==> config.mk <==
export PLATFORM = sky130hd
export DESIGN_NAME = frame_loader_flat
export DESIGN_NICKNAME = d
export VERILOG_FILES = /design/src/rtl/frame_loader_if.sv /design/src/rtl/frame_loader.sv /design/src/flat_wrapper.sv
export SDC_FILE = /design/constraint.sdc
export NUM_CORES = 1
export LEC_CHECK = 0
export CORE_MARGIN = 10
export CORE_UTILIZATION = 40
export CTS_BUF_LIST = sky130_fd_sc_hd__clkbuf_8
export DETAILED_ROUTE_END_ITERATION = 12
export SLEW_MARGIN = 10
export SYNTH_ARGS = -nofsm -noshare
export SYNTH_HDL_FRONTEND = slang
export SYNTH_SLANG_ARGS = --single-unit
export TNS_END_PERCENT = 20
==> constraint.sdc <==
create_clock -name clk -period 2.1 [get_ports clk]
set_input_delay 0.21 -clock clk [delete_from_list [all_inputs] [get_ports clk]]
set_output_delay 0.21 -clock clk [all_outputs]
set_load 0.1 [all_outputs]
==> src/rtl/frame_loader_if.sv <==
// Stream-input and BRAM-write bundle for frame_loader.
// The slave modport is the loader; the master modport is the stream source / BRAM side.
interface frame_loader_if #(
  parameter int NUM_SLOTS = 7
);
  logic [7:0]           in_data;
  logic                 in_valid;
  logic                 in_ready;
  logic                 wr_allow;
  logic [12:0]          bram_addr;
  logic [7:0]           bram_din;
  logic                 bram_we;
  logic                 busy;
  logic                 done;
  logic                 err;
  logic [NUM_SLOTS-1:0] slot_loaded;

  modport master (
    output in_data, in_valid, wr_allow,
    input  in_ready, bram_addr, bram_din, bram_we, busy, done, err, slot_loaded
  );

  modport slave (
    input  in_data, in_valid, wr_allow,
    output in_ready, bram_addr, bram_din, bram_we, busy, done, err, slot_loaded
  );
endinterface

==> src/rtl/frame_loader.sv <==
// Writes a checksummed RGB332 frame stream into one of the image slots of the shared BRAM,
// in row-major order, and tracks which slots hold a verified image.
module frame_loader #(
  parameter int         BLOCKS_WIDE = 32,
  parameter int         BLOCKS_HIGH = 24,
  parameter logic [7:0] SYNC_BYTE   = 8'hA5,
  parameter int         NUM_SLOTS   = 7
) (
  input  logic            clk,
  input  logic            rst,
  frame_loader_if.slave   bus
);

  localparam logic [1:0] IDLE  = 2'd0;
  localparam logic [1:0] SLOT  = 2'd1;
  localparam logic [1:0] PIXEL = 2'd2;
  localparam logic [1:0] CHECK = 2'd3;

  localparam int         NUM_PIX     = BLOCKS_WIDE * BLOCKS_HIGH;
  localparam logic [9:0] LAST_PIX    = 10'(NUM_PIX - 1);
  localparam logic [7:0] NUM_SLOTS_B = 8'(NUM_SLOTS);

  logic [1:0]           state;
  logic [2:0]           slot_q;
  logic [9:0]           count_q;
  logic [7:0]           sum_q;
  logic [12:0]          addr_q;
  logic [7:0]           din_q;
  logic                 we_q;
  logic                 done_q;
  logic                 err_q;
  logic [NUM_SLOTS-1:0] loaded_q;
  logic                 ready;
  logic                 accept;

  // Pixel acceptance is held off while the BRAM write window is closed.
  assign ready  = (state == PIXEL) ? bus.wr_allow : 1'b1;
  assign accept = bus.in_valid && ready;

  always_ff @(posedge clk or negedge rst) begin
    if (!rst) begin
      state    <= IDLE;
      slot_q   <= '0;
      count_q  <= '0;
      sum_q    <= '0;
      addr_q   <= '0;
      din_q    <= '0;
      we_q     <= 1'b0;
      done_q   <= 1'b0;
      err_q    <= 1'b0;
      loaded_q <= '0;
    end else begin
      we_q   <= 1'b0;
      done_q <= 1'b0;
      if (accept) begin
        case (state)
          IDLE: begin
            if (bus.in_data == SYNC_BYTE) begin
              state <= SLOT;
              err_q <= 1'b0;
            end
          end
          SLOT: begin
            if (bus.in_data < NUM_SLOTS_B) begin
              slot_q                      <= bus.in_data[2:0];
              loaded_q[bus.in_data[2:0]] <= 1'b0;
              count_q                     <= '0;
              sum_q                       <= '0;
              state                       <= PIXEL;
            end else begin
              err_q <= 1'b1;
              state <= IDLE;
            end
          end
          PIXEL: begin
            // Slot index lands in the top address bits, so slot*1024 needs no multiplier.
            addr_q  <= {slot_q, count_q};
            din_q   <= bus.in_data;
            we_q    <= 1'b1;
            sum_q   <= sum_q + bus.in_data;
            count_q <= count_q + 10'd1;
            if (count_q == LAST_PIX) state <= CHECK;
          end
          CHECK: begin
            if (bus.in_data == sum_q) begin
              loaded_q[slot_q] <= 1'b1;
              done_q           <= 1'b1;
            end else begin
              err_q <= 1'b1;
            end
            state <= IDLE;
          end
          default: state <= IDLE;
        endcase
      end
    end
  end

  assign bus.in_ready    = ready;
  assign bus.bram_addr   = addr_q;
  assign bus.bram_din    = din_q;
  assign bus.bram_we     = we_q;
  assign bus.busy        = (state != IDLE);
  assign bus.done        = done_q;
  assign bus.err         = err_q;
  assign bus.slot_loaded = loaded_q;

endmodule

==> src/flat_wrapper.sv <==
// flat-port wrapper written by rule: the top's interface ports become plain ports
module frame_loader_flat 
#(
  parameter int         BLOCKS_WIDE = 32,
  parameter int         BLOCKS_HIGH = 24,
  parameter logic [7:0] SYNC_BYTE   = 8'hA5,
  parameter int         NUM_SLOTS   = 7
)
  (clk, rst, bus_in_data, bus_in_valid, bus_wr_allow, bus_in_ready, bus_bram_addr, bus_bram_din, bus_bram_we, bus_busy, bus_done, bus_err, bus_slot_loaded);
  frame_loader_if #(.NUM_SLOTS(NUM_SLOTS)) bus_i ();
  input  logic clk;
  input  logic rst;
  input wire logic [$bits(bus_i.in_data)-1:0] bus_in_data;
  input wire logic [$bits(bus_i.in_valid)-1:0] bus_in_valid;
  input wire logic [$bits(bus_i.wr_allow)-1:0] bus_wr_allow;
  output wire logic [$bits(bus_i.in_ready)-1:0] bus_in_ready;
  output wire logic [$bits(bus_i.bram_addr)-1:0] bus_bram_addr;
  output wire logic [$bits(bus_i.bram_din)-1:0] bus_bram_din;
  output wire logic [$bits(bus_i.bram_we)-1:0] bus_bram_we;
  output wire logic [$bits(bus_i.busy)-1:0] bus_busy;
  output wire logic [$bits(bus_i.done)-1:0] bus_done;
  output wire logic [$bits(bus_i.err)-1:0] bus_err;
  output wire logic [$bits(bus_i.slot_loaded)-1:0] bus_slot_loaded;
  assign bus_i.in_data = bus_in_data;
  assign bus_i.in_valid = bus_in_valid;
  assign bus_i.wr_allow = bus_wr_allow;
  assign bus_in_ready = bus_i.in_ready;
  assign bus_bram_addr = bus_i.bram_addr;
  assign bus_bram_din = bus_i.bram_din;
  assign bus_bram_we = bus_i.bram_we;
  assign bus_busy = bus_i.busy;
  assign bus_done = bus_i.done;
  assign bus_err = bus_i.err;
  assign bus_slot_loaded = bus_i.slot_loaded;
  frame_loader #(.BLOCKS_WIDE(BLOCKS_WIDE), .BLOCKS_HIGH(BLOCKS_HIGH), .SYNC_BYTE(SYNC_BYTE), .NUM_SLOTS(NUM_SLOTS)) u_core (.clk(clk), .rst(rst), .bus(bus_i));
endmodule
==> metrics.md, run 1 <==
| Metric | Value |
|---|---|
| Status | finished, final reports clean |
| Post-synthesis instance area | 2570 um^2 |
| Synth area leaders | dfrtp_1, nand2_1, ha_1 |
| Post-route minimum period | 1.95 ns |
| Comb power frac | 38.1% |
| EDFF count, synth | 0 |
| Die width | 100 um |
| Min-Delay Path Class | in -> async |
| IO Port Bufs | 44 |
| Power per Cell Area | 950 nW/um^2 |
| Core region area | 6280 um^2 |
| R2r setup slk | 0.15 ns |
| Fin nets | 364 |
| Clk_skew | 0.00787 ns |
| Skew-Pair Late Insertion Delay | 0.32 ns |
| Via count | 2,225 |
| Via density per instance | 5.29 |
| Routed WL per cell | 15.4 um |
| Post-route ant nets | 0 |
| DRC | 0 |
| Main synth FF type | dfrtp_1 |
| Net switching power | 1.31 mW |
| First-pass GRT wire length | 11,300 um |
| Vias in the first global route | 2,331 |
| Startpoint class of the critical path | flip-flop |
| Critical path destination | u_core.bus.slot_loaded[5] |
| Register area share after synthesis | 52.6% |
| Grt total ovfl | 0 |
| Leakage | 1.76 nW |
| WP data required | 2.35 ns |
| Largest net degree at the start of global routing | 32 |
| Setup violators final | 0 |
| Die footprint | 10,000 um^2 |
| CTS Sinks | 54 |
| Clock power share | 22.6% |
| Site Rows | 29 |
| Clk buf depth | 2 |
| Total GRT Usage | 13.7% |
| Antenna cells | 0 |
| CP endpoint kind | flip-flop |
| Sw Ratio | 40.8% |
| HPWL after detailed placement | 4730 um |
| Clock root buffer | clkbuf_8 |
| Synth cell count leaders | nand2_1, dfrtp_1, nor2_1, o21ai_0 |
| Pre-Repair DR Iteration Count | 4 |
| Worst-Margin Slew | 0.609 ns |
| Placed Area | 3250 um^2 |
| Fin worst setup slack | 0.154 ns |
| GP Congestion | 0.883 |
| Initial drt markers | 82 |
| Synthesis Warnings | 0 |
| Clock transition at the registers of the reported paths | 0.10 ns |
| Layout cell share with drive strength beyond 1 | 24.4% |
| Synth Area per Inst | 9.62 um^2 |
| Sequential Power Share | 39.3% |
| Final Cell Area | 3390 um^2 |
| Antenna violations before repair | 0 |
| Net count after synthesis | 288 |
| Post-Synthesis Cells | 267 |
| Fin. max-slew vios | 0 |
| Top-count cell post-synth | nand2_1 |
| Dpl ws | -0.195 ns |
| Cell taking the most area after synthesis | dfrtp_1 |
| Power Internal | 1.91 mW |
| I/O Pins | 45 |
| H-tree levels | 2 |
| Initial Util | 40.9% |
| Hold Fails Final Rpt | 0 |
| DIE HEIGHT | 100 um |
| Unrepaired setup endpoints after global routing | no |
| Launching point of the worst reg2reg path | u_core.sum_q[6] |
| Worst Path Arrival | 2.20 ns |
| CTS tree | yes |
| Max-cap viol count | 0 |
| Setup TNS | 0 ns |
| Async S/R FF share, synth | 100% |
| Crit path max fanout | 5 |
| Worst vdd rail ir drop | 0.000668 V |
| Relative slew slack | 59.4% |
| Worst setup path category | reg -> reg |
| Reg2Reg Capture Point | u_core.bus.slot_loaded[5] |
| Synth top area share | 52.6% |
| #FFs+latches synth | 54 |
| Count of cell types in the netlist | 41 |
| Maximum clock rate | 514 MHz |
| CTS buffer count | 5 |
| Tcrit/Tclk final | 92.7% |
| Synth-to-layout area growth | 32.0% |
| Crit. Startpoint | u_core.sum_q[6] |
| Worst r2r path cells | 6 |
| Final wirelength | 6470 um |
==> timing repair <==
item	CTS	global route
buffers inserted	0	0
endpoints found under the setup margin	0	2
hold endpoints to repair	25	0
gates resized for setup	0	5
hold buffers	1	0
==> cells in the final DEF, fill, tap and decap left out, types with 6 or more instances in the layout <==
cell / instances
nand2_1: 74
buf_4: 63
dfrtp_1: 54
nor2_1: 15
o21ai_0: 15
clkdlybuf4s50_1: 10
a21oi_1: 8
ha_1: 8
xor2_1: 7
inv_1: 6
nor3_1: 6
a22o_1: 6
==> critical path, cell delays in order (launching register included) <==
cell and delay [ns]:
dfrtp_1 0.41, ha_1 0.35, nor4_1 0.34, nand4_1 0.21, nor2_1 0.29, a41oi_1 0.15
a21oi_1 0.13
==> final cells by class <==
cell class / count / area, um^2
Clock inverter: 3 / 43.8
Sequential cell: 54 / 1350
Multi-Input combinational cell: 199 / 1180
Inverter: 6 / 22.5
Tap cell: 77 / 96.3
Timing Repair Buffer: 77 / 628
Fill cell: 596 / 2890
Clock buffer: 5 / 68.8
==> power groups by stage <==
| stage | combinational [mW] | sequential (mW) | clock, mW |
|---|---|---|---|
| 6_report | 1.23 | 1.26 | 0.726 |
| 3_3_place_gp | 1.20 | 1.28 | 0 |
| 4_1_cts | 1.22 | 1.27 | 0.744 |
| 3_5_place_dp | 1.21 | 1.28 | 0 |
| 5_1_grt | 1.33 | 1.28 | 0.784 |
| 2_1_floorplan | 0.462 | 1.66 | 0 |
==> sequential cells by signal (all words and copies together), names as in the netlist, named ones only <==
name	count
u_core.bus.bram_addr	13
u_core.bus.bram_din	8
u_core.bus.bram_we	1
u_core.bus.done	1
u_core.bus.err	1
u_core.bus.slot_loaded	7
u_core.count_q	10
u_core.slot_q	3
u_core.state	1
u_core.sum_q	8
==> stage by stage <==
step	hold slack [ns]	util, %	total power, mW	instances
after floorplan	-0.0856	-	2.13	267
after CTS	0.460	53.7	3.23	421
final	0.434	54.0	3.22	421
after global placement	0.260	51.8	2.48	412
after global routing	0.484	54.0	3.39	421
after detailed placement	0.268	51.8	2.50	412
==> worst min-delay path by stage <==
stage	startpoint	to	slack, ns	cells after the start
4_1_cts	rst	u_core.state[0]	0.46	2
6_report	rst	u_core.bus.bram_din[3]	0.43	2
2_1_floorplan	rst	asynchronous set/reset pin	-0.09	0
3_3_place_gp	rst	u_core.bus.bram_din[3]	0.26	1
5_1_grt	rst	u_core.bus.err	0.48	2
3_5_place_dp	rst	u_core.bus.bram_din[3]	0.27	1
==> cell families (layout without fill, tap and decap cells) <==
family | after synthesis | count (layout) | share of synthesized area, %
XOR/XNOR | 10 | 10 | 3.41
adder cells (fa/ha/maj) | 9 | 9 | 4.68
buffers and inverters | 14 | 91 | 2.10
flip-flops | 54 | 54 | 52.6
multiplexers | 2 | 2 | 0.877
AND/OR/NAND/NOR | 123 | 123 | 21.8
AO/OA/AOI/OAI | 55 | 55 | 14.5
==> per-layer routing <==
metal / vias up / track usage [%] / share of wire, %
li1: 1085 / - / -
met1: 1077 / 17.9 / 47
met2: 50 / 21.5 / 47
met3: 13 / 3.37 / 4.0
met4: 0 / 4.89 / 1.8
met5: - / 0 / 0
Power figures use the tool's default switching activity.
==> run 2, diff against run 1 <==
Settings changed: ABC_AREA from default to 0, CTS_BUF_LIST sky130_fd_sc_hd__clkbuf_8 to sky130_fd_sc_hd__clkbuf_16, TNS_END_PERCENT 20 to default.
==> run 2 against run 1 <==
Maximum frequency increased by 0.26%. Clock-buffer cell count unchanged. Register-to-register slack about the same. Combinational power about the same. Sequential cell count unchanged. Via count decreased by 0.58%. Critical path depth increased by 1. Core utilization increased by 0.90 points. Worst setup slack improved by 0.0050 ns.
==> metrics.md, run 2 (same netlist as run 1, synthesis figures left out) <==
| Metric | Value |
|---|---|
| Total GRT Usage | 13.7% |
| Leakage | 1.79 nW |
| WP data required | 2.32 ns |
| Clock power share | 27.7% |
| Largest register FFs | 13 |
| Initial Util | 40.9% |
| First-pass GRT wire length | 11,300 um |
| CP endpoint kind | flip-flop |
| Post-route ant nets | 0 |
| DRC | 0 |
| Antenna violations before repair | 0 |
| Site Rows | 29 |
| Initial drt markers | 99 |
| Via count | 2,212 |
| Via density per instance | 5.25 |
| FILL cells | 589 |
| Worst Path Arrival | 2.16 ns |
| Setup violators final | 0 |
| I/O Pins | 45 |
| Relative slew slack | 59.7% |
| Vias in the first global route | 2,324 |
| Tcrit/Tclk final | 92.4% |
| DIE HEIGHT | 100 um |
| Postcts setup bufs | 0 |
| CTS Sinks | 54 |
| Startpoint class of the critical path | input port |
| HPWL after detailed placement | 4730 um |
| Largest net degree at the start of global routing | 32 |
| Comb power frac | 35.6% |
| Hold Slack | 0.460 ns |
| Antenna cells | 0 |
| Sw Ratio | 38.7% |
| Skew-Pair Late Insertion Delay | 0.29 ns |
| Final wirelength | 6440 um |
| GP Congestion | 0.883 |
| Min-Delay Path Class | in -> async |
| Worst r2r path cells | 7 |
| Layout cell share with drive strength beyond 1 | 24.4% |
| Max-cap viol count | 0 |
| Most common cell after layout, fill and taps aside | nand2_1 |
| Fin nets | 364 |
| Setup TNS | 0 ns |
| Placed cells | 412 |
| Post-route minimum period | 1.94 ns |
| Launching point of the worst reg2reg path | u_core.sum_q[0] |
| Synth-to-layout area growth | 34.2% |
| Clk buf depth | 2 |
| Clk_skew | 0.00425 ns |
| Final std cells w/o fill | 421 |
| Fin. max-slew vios | 0 |
| Worst vdd rail ir drop | 0.000672 V |
| Sequential Power Share | 36.7% |
| Net switching power | 1.33 mW |
| Die width | 100 um |
| IO Port Bufs | 44 |
| Power Internal | 2.11 mW |
| Reg2Reg Capture Point | u_core.sum_q[6] |
| Status | finished, final reports clean |
| Commonest cells after routing, fill and taps aside | nand2_1, buf_4, dfrtp_1 |
| H-tree levels | 2 |
| Core region area | 6280 um^2 |
| Worst-Margin Slew | 0.605 ns |
| Grt total ovfl | 0 |
| Clock transition at the registers of the reported paths | 0.07 ns |
| Crit path max fanout | 5 |
| CTS buffer count | 5 |
| Routed WL per cell | 15.3 um |
| Post-route core utilization | 54.9% |
| Worst setup path category | in -> reg |
| Maximum clock rate | 515 MHz |
| Hold Fails Final Rpt | 0 |
| Clock root buffer | clkbuf_16 |
| Unrepaired setup endpoints after global routing | no |
| R2r setup slk | 0.16 ns |
| Design Power | 3.45 mW |
| Die footprint | 10,000 um^2 |
| Power per Cell Area | 1000 nW/um^2 |
| Pre-Repair DR Iteration Count | 4 |
| CTS tree | yes |
## run 2: cell counts in the layout (fill, tap and decap cells not counted)
Identical to the previous run, type by type.
## run 2: final cells by class
type                       instances  area, um^2  area share (%)
clock buffer                       5         125            3.63
inverter                           6        22.5           0.654
clock inverter                     3        43.8            1.27
tap                               77        96.3            2.80
multi-input combinational        199        1180            34.2
sequential                        54        1350            39.2
timing repair buffer              77         628            18.2
## run 2: worst max-delay path, cell delays in order
cell and delay [ns]:
clkdlybuf4s50_1 0.46, ha_1 0.38, nor4_1 0.36, nand4_1 0.21
nor2_1 0.26, a41oi_1 0.15, a21oi_1 0.13
## run 2: repair_timing
| action | 4_1_cts | 5_1_grt |
|---|---|---|
| endpoints found under the setup margin | 0 | 2 |
| hold buffers | 1 | 0 |
| resized for setup | 0 | 5 |
| hold endpoints to repair | 25 | 0 |
## run 2: stage by stage
step           cell area (um^2)  worst slack [ns]
3_3_place_gp               3250           -0.0874
5_1_grt                    3440            0.0292
6_report                   3440             0.159
3_5_place_dp               3250            -0.195
4_1_cts                    3430            0.0678
2_1_floorplan              2570             0.238
## run 2: power by group through the flow
| stage | sequential (mW) | clock [mW] | combinational (mW) |
|---|---|---|---|
| 6_report | 1.26 | 0.955 | 1.23 |
| 5_1_grt | 1.28 | 1.01 | 1.33 |
| 4_1_cts | 1.27 | 0.973 | 1.22 |
| 3_5_place_dp | 1.28 | 0 | 1.21 |
| 3_3_place_gp | 1.28 | 0 | 1.20 |
| 2_1_floorplan | 1.66 | 0 | 0.462 |
## run 2: how the worst max path moves through the flow
stage	from	endpoint	slack, ns
floorplan	u_core.sum_q[0]	u_core.sum_q[6]	0.24
global placement	bus_in_data[0]	u_core.sum_q[6]	-0.09
detailed placement	bus_in_data[0]	u_core.sum_q[6]	-0.20
CTS	u_core.sum_q[0]	u_core.sum_q[6]	0.07
global route	bus_in_data[7]	u_core.count_q[9]	0.03
finish	bus_in_data[6]	u_core.bus.slot_loaded[5]	0.16
## run 2: layer usage
metal  wire length [um]  GRT usage (%)  part of all wire (%)  vias up
li1                   -              -                     -     1086
met1               3020           17.9                    47     1061
met3                290           3.16                   4.5       10
met5                  0              0                     0        -
met4                126           5.22                   2.0        0
met2               3010           21.5                    47       55
